--- config.mk ---
export PLATFORM = sky130hd
export DESIGN_NAME = fp_mult_axis_pipe
export DESIGN_NICKNAME = d
export VERILOG_FILES = /design/src/rtl/fp_mult_axis_pipe.sv
export SDC_FILE = /design/constraint.sdc
export NUM_CORES = 2
export LEC_CHECK = 0
export CORE_ASPECT_RATIO = 0.9
export CORE_MARGIN = 2
export CORE_UTILIZATION = 40
export CTS_CLUSTER_DIAMETER = 30
export DETAILED_ROUTE_END_ITERATION = 8
export PLACE_DENSITY = 0.64
export SYNTH_ARGS = -nofsm -noshare
export SYNTH_HDL_FRONTEND = slang
export SYNTH_SLANG_ARGS = --single-unit
--- constraint.sdc ---
create_clock -name i_clk -period 11 [get_ports i_clk]
set_input_delay 2.2 -clock i_clk [delete_from_list [all_inputs] [get_ports i_clk]]
set_output_delay 2.2 -clock i_clk [all_outputs]
set_load 0.01 [all_outputs]
--- src/rtl/fp_mult_axis_pipe.sv ---
// Pipelined floating-point multiplier with AXI4-Stream operand/result channels.
// Three register stages: unpack+multiply, normalise, round+pack.
//
// Ports:
//   i_clk, i_rst_n                   clock, async active-low reset
//   s_axis_a_* / s_axis_b_*          operand streams {sign, exp, frac}
//   m_axis_result_tvalid/tready      result handshake
//   m_axis_result_tdata              product A*B
//   m_axis_result_tuser              {invalid, overflow, underflow}
module fp_mult_axis_pipe #(
    parameter int EXP_W = 8,
    parameter int MAN_W = 23
) (
    input  logic                     i_clk,
    input  logic                     i_rst_n,
    input  logic                     s_axis_a_tvalid,
    output logic                     s_axis_a_tready,
    input  logic [EXP_W+MAN_W:0]     s_axis_a_tdata,
    input  logic                     s_axis_b_tvalid,
    output logic                     s_axis_b_tready,
    input  logic [EXP_W+MAN_W:0]     s_axis_b_tdata,
    output logic                     m_axis_result_tvalid,
    input  logic                     m_axis_result_tready,
    output logic [EXP_W+MAN_W:0]     m_axis_result_tdata,
    output logic [2:0]               m_axis_result_tuser
);

    localparam int W    = 1 + EXP_W + MAN_W;
    localparam int PW   = 2 * MAN_W + 2;
    localparam int XW   = EXP_W + 2;
    localparam int BIAS = (1 << (EXP_W - 1)) - 1;

    localparam logic [EXP_W-1:0] EMAX = '1;
    localparam logic [W-1:0] QNAN =
        {1'b0, {EXP_W{1'b1}}, 1'b1, {(MAN_W-1){1'b0}}};

    logic en;
    logic accept;

    assign en = ~(m_axis_result_tvalid & ~m_axis_result_tready);
    assign s_axis_a_tready = en;
    assign s_axis_b_tready = en;
    assign accept = s_axis_a_tvalid & s_axis_b_tvalid & en;

    // ---------------- stage 1: unpack, classify, multiply
    logic             sa, sb;
    logic [EXP_W-1:0] ea, eb;
    logic [MAN_W-1:0] fa, fb;

    assign {sa, ea, fa} = s_axis_a_tdata;
    assign {sb, eb, fb} = s_axis_b_tdata;

    // exponent 0 covers subnormals too: they are flushed to zero on input
    logic a_zero, a_inf, a_nan, a_snan;
    logic b_zero, b_inf, b_nan, b_snan;

    assign a_zero = (ea == '0);
    assign a_inf  = (ea == EMAX) && (fa == '0);
    assign a_nan  = (ea == EMAX) && (fa != '0);
    assign a_snan = a_nan & ~fa[MAN_W-1];
    assign b_zero = (eb == '0);
    assign b_inf  = (eb == EMAX) && (fb == '0);
    assign b_nan  = (eb == EMAX) && (fb != '0);
    assign b_snan = b_nan & ~fb[MAN_W-1];

    logic                 c_sign;
    logic                 c_spec;
    logic [W-1:0]         c_sdata;
    logic [2:0]           c_sflags;
    logic signed [XW-1:0] c_exp;
    logic [PW-1:0]        c_prod;
    logic                 inf_zero;

    assign inf_zero = (a_inf & b_zero) | (a_zero & b_inf);

    always_comb begin
        c_sign   = sa ^ sb;
        c_spec   = 1'b1;
        c_sdata  = QNAN;
        c_sflags = 3'b000;
        if (a_nan | b_nan | inf_zero) begin
            c_sflags = {inf_zero | a_snan | b_snan, 2'b00};
        end else if (a_inf | b_inf) begin
            c_sdata = {c_sign, EMAX, {MAN_W{1'b0}}};
        end else if (a_zero | b_zero) begin
            c_sdata = {c_sign, {(W-1){1'b0}}};
        end else begin
            c_spec = 1'b0;
        end
    end

    assign c_exp = $signed({2'b00, ea}) + $signed({2'b00, eb})
                 - $signed(XW'(BIAS));
    assign c_prod = PW'({1'b1, fa}) * PW'({1'b1, fb});

    logic                 s1_valid, s1_sign, s1_spec;
    logic [W-1:0]         s1_sdata;
    logic [2:0]           s1_sflags;
    logic signed [XW-1:0] s1_exp;
    logic [PW-1:0]        s1_prod;

    always_ff @(posedge i_clk or negedge i_rst_n) begin
        if (!i_rst_n) begin
            s1_valid  <= 1'b0;
            s1_sign   <= 1'b0;
            s1_spec   <= 1'b0;
            s1_sdata  <= '0;
            s1_sflags <= '0;
            s1_exp    <= '0;
            s1_prod   <= '0;
        end else if (en) begin
            s1_valid  <= accept;
            s1_sign   <= c_sign;
            s1_spec   <= c_spec;
            s1_sdata  <= c_sdata;
            s1_sflags <= c_sflags;
            s1_exp    <= c_exp;
            s1_prod   <= c_prod;
        end
    end

    // ---------------- stage 2: normalise, guard + sticky
    // product of two [1,2) significands lies in [1,4)
    logic [MAN_W-1:0]     n_frac;
    logic                 n_g, n_s;
    logic signed [XW-1:0] n_exp;

    always_comb begin
        if (s1_prod[PW-1]) begin
            n_frac = s1_prod[PW-2 -: MAN_W];
            n_g    = s1_prod[MAN_W];
            n_s    = |s1_prod[MAN_W-1:0];
            n_exp  = s1_exp + $signed(XW'(1));
        end else begin
            n_frac = s1_prod[PW-3 -: MAN_W];
            n_g    = s1_prod[MAN_W-1];
            n_s    = |s1_prod[MAN_W-2:0];
            n_exp  = s1_exp;
        end
    end

    logic                 s2_valid, s2_sign, s2_spec, s2_g, s2_s;
    logic [W-1:0]         s2_sdata;
    logic [2:0]           s2_sflags;
    logic signed [XW-1:0] s2_exp;
    logic [MAN_W-1:0]     s2_frac;

    always_ff @(posedge i_clk or negedge i_rst_n) begin
        if (!i_rst_n) begin
            s2_valid  <= 1'b0;
            s2_sign   <= 1'b0;
            s2_spec   <= 1'b0;
            s2_g      <= 1'b0;
            s2_s      <= 1'b0;
            s2_sdata  <= '0;
            s2_sflags <= '0;
            s2_exp    <= '0;
            s2_frac   <= '0;
        end else if (en) begin
            s2_valid  <= s1_valid;
            s2_sign   <= s1_sign;
            s2_spec   <= s1_spec;
            s2_g      <= n_g;
            s2_s      <= n_s;
            s2_sdata  <= s1_sdata;
            s2_sflags <= s1_sflags;
            s2_exp    <= n_exp;
            s2_frac   <= n_frac;
        end
    end

    // ---------------- stage 3: round to nearest even, range check, pack
    logic                 r_inc;
    logic [MAN_W:0]       r_sum;
    logic signed [XW-1:0] r_exp;
    logic [W-1:0]         r_data;
    logic [2:0]           r_user;

    assign r_inc = s2_g & (s2_s | s2_frac[0]);
    assign r_sum = {1'b0, s2_frac} + {{MAN_W{1'b0}}, r_inc};
    // carry out leaves r_sum[MAN_W-1:0] all zero: mantissa becomes 1.0
    assign r_exp = s2_exp + $signed({{(XW-1){1'b0}}, r_sum[MAN_W]});

    always_comb begin
        r_data = {s2_sign, r_exp[EXP_W-1:0], r_sum[MAN_W-1:0]};
        r_user = 3'b000;
        if (s2_spec) begin
            r_data = s2_sdata;
            r_user = s2_sflags;
        end else if (r_exp >= $signed({2'b00, EMAX})) begin
            r_data = {s2_sign, EMAX, {MAN_W{1'b0}}};
            r_user = 3'b010;
        end else if (r_exp <= $signed(XW'(0))) begin
            r_data = {s2_sign, {(W-1){1'b0}}};
            r_user = 3'b001;
        end
    end

    always_ff @(posedge i_clk or negedge i_rst_n) begin
        if (!i_rst_n) begin
            m_axis_result_tvalid <= 1'b0;
            m_axis_result_tdata  <= '0;
            m_axis_result_tuser  <= '0;
        end else if (en) begin
            m_axis_result_tvalid <= s2_valid;
            m_axis_result_tdata  <= r_data;
            m_axis_result_tuser  <= r_user;
        end
    end

endmodule

==> impl_metrics.ini <==
[status]
outcome = complete, no violations

[placement]
io_buffers = 106
hpwl_um = 55740
gp_routability_congestion = 0.9263

[setup_path]
critical_path.slowest_cell = sky130_fd_sc_hd__clkdlybuf4s50_1
worst-r2r-cell-count = 18
timing.critical_path.depth = 25
end_kind = flop
timing.setup.critical_path_class = primary input to flop
critical-path-top-cell-by-count = sky130_fd_sc_hd__fa_1
timing.critical_path.from_type = primary input
worst_ep_arrival_time_ns = 10.23
critical_path_required_ns = 11.26
cp_slowest_stage_delay_ns = 1.01
worst-path-buf-inv = 8
critical_path_peak_fanout = 17
kind_of_cell_adding_the_most_delay_to_the_critical_path = adder cells

[route]
wl_um = 68770
final_antenna_net_count = 0
detail_route.wl_per_cell_um = 18.24
drt_iter0_drc = 1286
first_pass_iters = 5
detailroute.via_count = 19200
via_per_inst = 5.094
detail_route.drc_violations = 0

[logic_synthesis]
async_flop_share_pct = 100.0
synth_top_flop_cell = sky130_fd_sc_hd__dfrtp_1
synth-edff-count = 0
syn_nets = 3606
yosysUniqueCellTypes = 69
synth_top_area_cell = sky130_fd_sc_hd__fa_1
netlist_area_um2 = 25650
synthesis.yosys.warnings = 0
avgSynthCellArea_um2 = 8.964
ys_seq_elements = 143
synthDominantCellAreaShare_pct = 37.70
ys_seq_area_share_pct = 13.95
synth.area.top_cells = sky130_fd_sc_hd__fa_1 38%, sky130_fd_sc_hd__dfrtp_1 14%, sky130_fd_sc_hd__ha_1 9.4%, sky130_fd_sc_hd__inv_1 8.5%, sky130_fd_sc_hd__nand2_1 6.1%
syn-instance-count = 2861

[global_route]
vias_in_the_first_global_route = 20120
grt_overflow_total = 0
wire_length_of_the_first_global_routing_pass_um = 110900
grt_max_degree = 96
track_usage_pct = 21.34
grt_antenna_before_repair = 1

[sta]
total_count_of_hold_check_failures_in_the_final_report = 0
finalSetupViolations = 0
fin_crit_sh_pct = 90.67
min_period_ns = 9.974
worst_slew_pin_slew_ns = 1.118
drv_slew = 0
timing.setup.tns_ns = 0
finClkSkew_ns = 0.01077
highest_achievable_clock_rate_mhz = 100.3
slew-limit-headroom_pct = 25.22
grt_setup_unrepaired = false
worst_hold_slack_ns = 0.4589

[clock_network]
cts_inserted_buffers = 17
cts.hold.buffers_added = 0
clk_pin_slew_worst_paths_ns = 0.07
clockBufferDepth = 2
clockRootBuffer = sky130_fd_sc_hd__clkbuf_16
post_cts_repair_setup_buffers = 0
cts-htree-levels = 4
cts-resized-gates = 0
cts.sink_count = 143
clock_latency_ns = 0.42
cts_tree = done

[cells_and_area]
final_common_cell = sky130_fd_sc_hd__inv_1
mostFrequentLayoutCells = 581 x sky130_fd_sc_hd__inv_1, 483 x sky130_fd_sc_hd__fa_1, 420 x sky130_fd_sc_hd__nand2_1
layout.core_utilization_pct = 44.29
post_route_cells_drive_above_1_share_pct = 3.705
finish.net_count = 3647
nFillCells = 6281
antenna_diodes = 0
syn_to_final_growth_pct = 10.10

[die]
design.portCount = 107
fp.dieH_um = 244.2
die-area_um2 = 66160
core_area_um2 = 63750
rows = 88
dieWidth_um = 270.9
initial_utilization_pct = 40.23

[worst_hold_path]
hold_path.class = flop to flop
holdPathStages = 1

[job]
drv_cap = 0
## worst register-to-register path, stage by stage (launching register included)
cell                        delay (ns)
sky130_fd_sc_hd__dfrtp_1          0.37
sky130_fd_sc_hd__o21a_1           0.12
sky130_fd_sc_hd__ha_1             0.20
sky130_fd_sc_hd__and3_1           0.21
sky130_fd_sc_hd__and2_1           0.18
sky130_fd_sc_hd__nand3_1          0.17
sky130_fd_sc_hd__nor2_1           0.26
sky130_fd_sc_hd__and3_1           0.24
sky130_fd_sc_hd__and3_1           0.17
sky130_fd_sc_hd__ha_1             0.20
sky130_fd_sc_hd__ha_1             0.24
sky130_fd_sc_hd__nand3_1          0.11
sky130_fd_sc_hd__xor2_1           0.15
sky130_fd_sc_hd__and3_1           0.19
sky130_fd_sc_hd__o2111ai_1        0.22
sky130_fd_sc_hd__nand2_1          0.12
sky130_fd_sc_hd__nor2_2           0.33
sky130_fd_sc_hd__nand2_1          0.44
sky130_fd_sc_hd__o21ai_0          0.32
## cells by family (layout without fill, tap and decap cells)
family                   Yosys count  count (layout)  share of synthesized area (%)
AO/OA/AOI/OAI                    290             290                          7.250
XOR/XNOR                          82              82                          2.800
adder cells (fa/ha/maj)          676             676                          47.12
buffers and inverters            727             781                          10.76
flip-flops                       143             143                          13.95
multiplexers                      28              28                          1.103
AND/OR/NAND/NOR                  915             915                          17.02
## path summary, 6_finish.rpt
| kind | start | endpoint | slack, ns |
|---|---|---|---|
| max | s_axis_b_tdata[8] | s1_prod[34] | 1.03 |
| min | s2_valid | m_axis_result_tvalid | 0.46 |
| max reg2reg | s2_frac[0] | m_axis_result_tdata[13] | 6.66 |
| min reg2reg | s2_valid | m_axis_result_tvalid | 0.46 |
| max in group asynchronous | i_rst_n | m_axis_result_tdata[13] | 7.97 |
| min in group asynchronous | i_rst_n | s1_exp[8] | 1.85 |
## area by class of cell
class	instances	area [µm²]	share of cell area, %
timing repair buffer	164	1493	5.286
multi-input combinational	1991	19320	68.41
clock buffer	18	439.2	1.555
inverter	585	2197	7.781
sequential	143	3578	12.67
clock inverter	14	143.9	0.5095
tap	855	1070	3.788
## through the flow
| stage | area, µm² | std cells | setup WS [ns] |
|---|---|---|---|
| 2_1_floorplan | 25650 | 2861 | 2.549 |
| 3_3_place_gp | 27660 | 3738 | 0.8613 |
| 3_5_place_dp | 27660 | 3738 | 0.7584 |
| 4_1_cts | 28240 | 3770 | 1.204 |
| 5_1_grt | 28240 | 3770 | 0.8253 |
| 6_report | 28240 | 3770 | 1.026 |
## sequential cells by signal, summed over array words and instances (netlist names)
name                  flops
s2_frac                  23
s1_prod                  48
m_axis_result_tuser       3
m_axis_result_tvalid      1
m_axis_result_tdata      32
s2_spec                   1
s1_valid                  1
s2_g                      1
s2_sflags                 1
s2_exp                   10
s2_s                      1
s1_sign                   1
s2_valid                  1
s2_sign                   1
s1_exp                   10
s1_spec                   1
s1_sdata                  3
s2_sdata                  3
s1_sflags                 1
## routing by layer
metal / vias up / GRT usage (%) / routed length, µm
met5: - / 0 / 0
met4: 0 / 6.354 / 2106
met3: 133 / 2.818 / 3671
met2: 565 / 34.99 / 32420
met1: 9706 / 29.54 / 30570
li1: 8800 / - / -
## synthesized netlist by cell type (26+ instances only)
cell and count:
sky130_fd_sc_hd__inv_1 581, sky130_fd_sc_hd__fa_1 483, sky130_fd_sc_hd__nand2_1 420, sky130_fd_sc_hd__and2_1 247
sky130_fd_sc_hd__ha_1 193, sky130_fd_sc_hd__dfrtp_1 143, sky130_fd_sc_hd__clkbuf_1 125, sky130_fd_sc_hd__nor2_1 115
sky130_fd_sc_hd__a21oi_1 90, sky130_fd_sc_hd__o21ai_0 76, sky130_fd_sc_hd__xnor2_1 45, sky130_fd_sc_hd__xor2_1 37
sky130_fd_sc_hd__nand4_1 32, sky130_fd_sc_hd__a21o_1 31, sky130_fd_sc_hd__mux2i_1 26
Power is not shown: default switching activity piles up to over one toggle a cycle in this logic, so the estimate is an artifact.
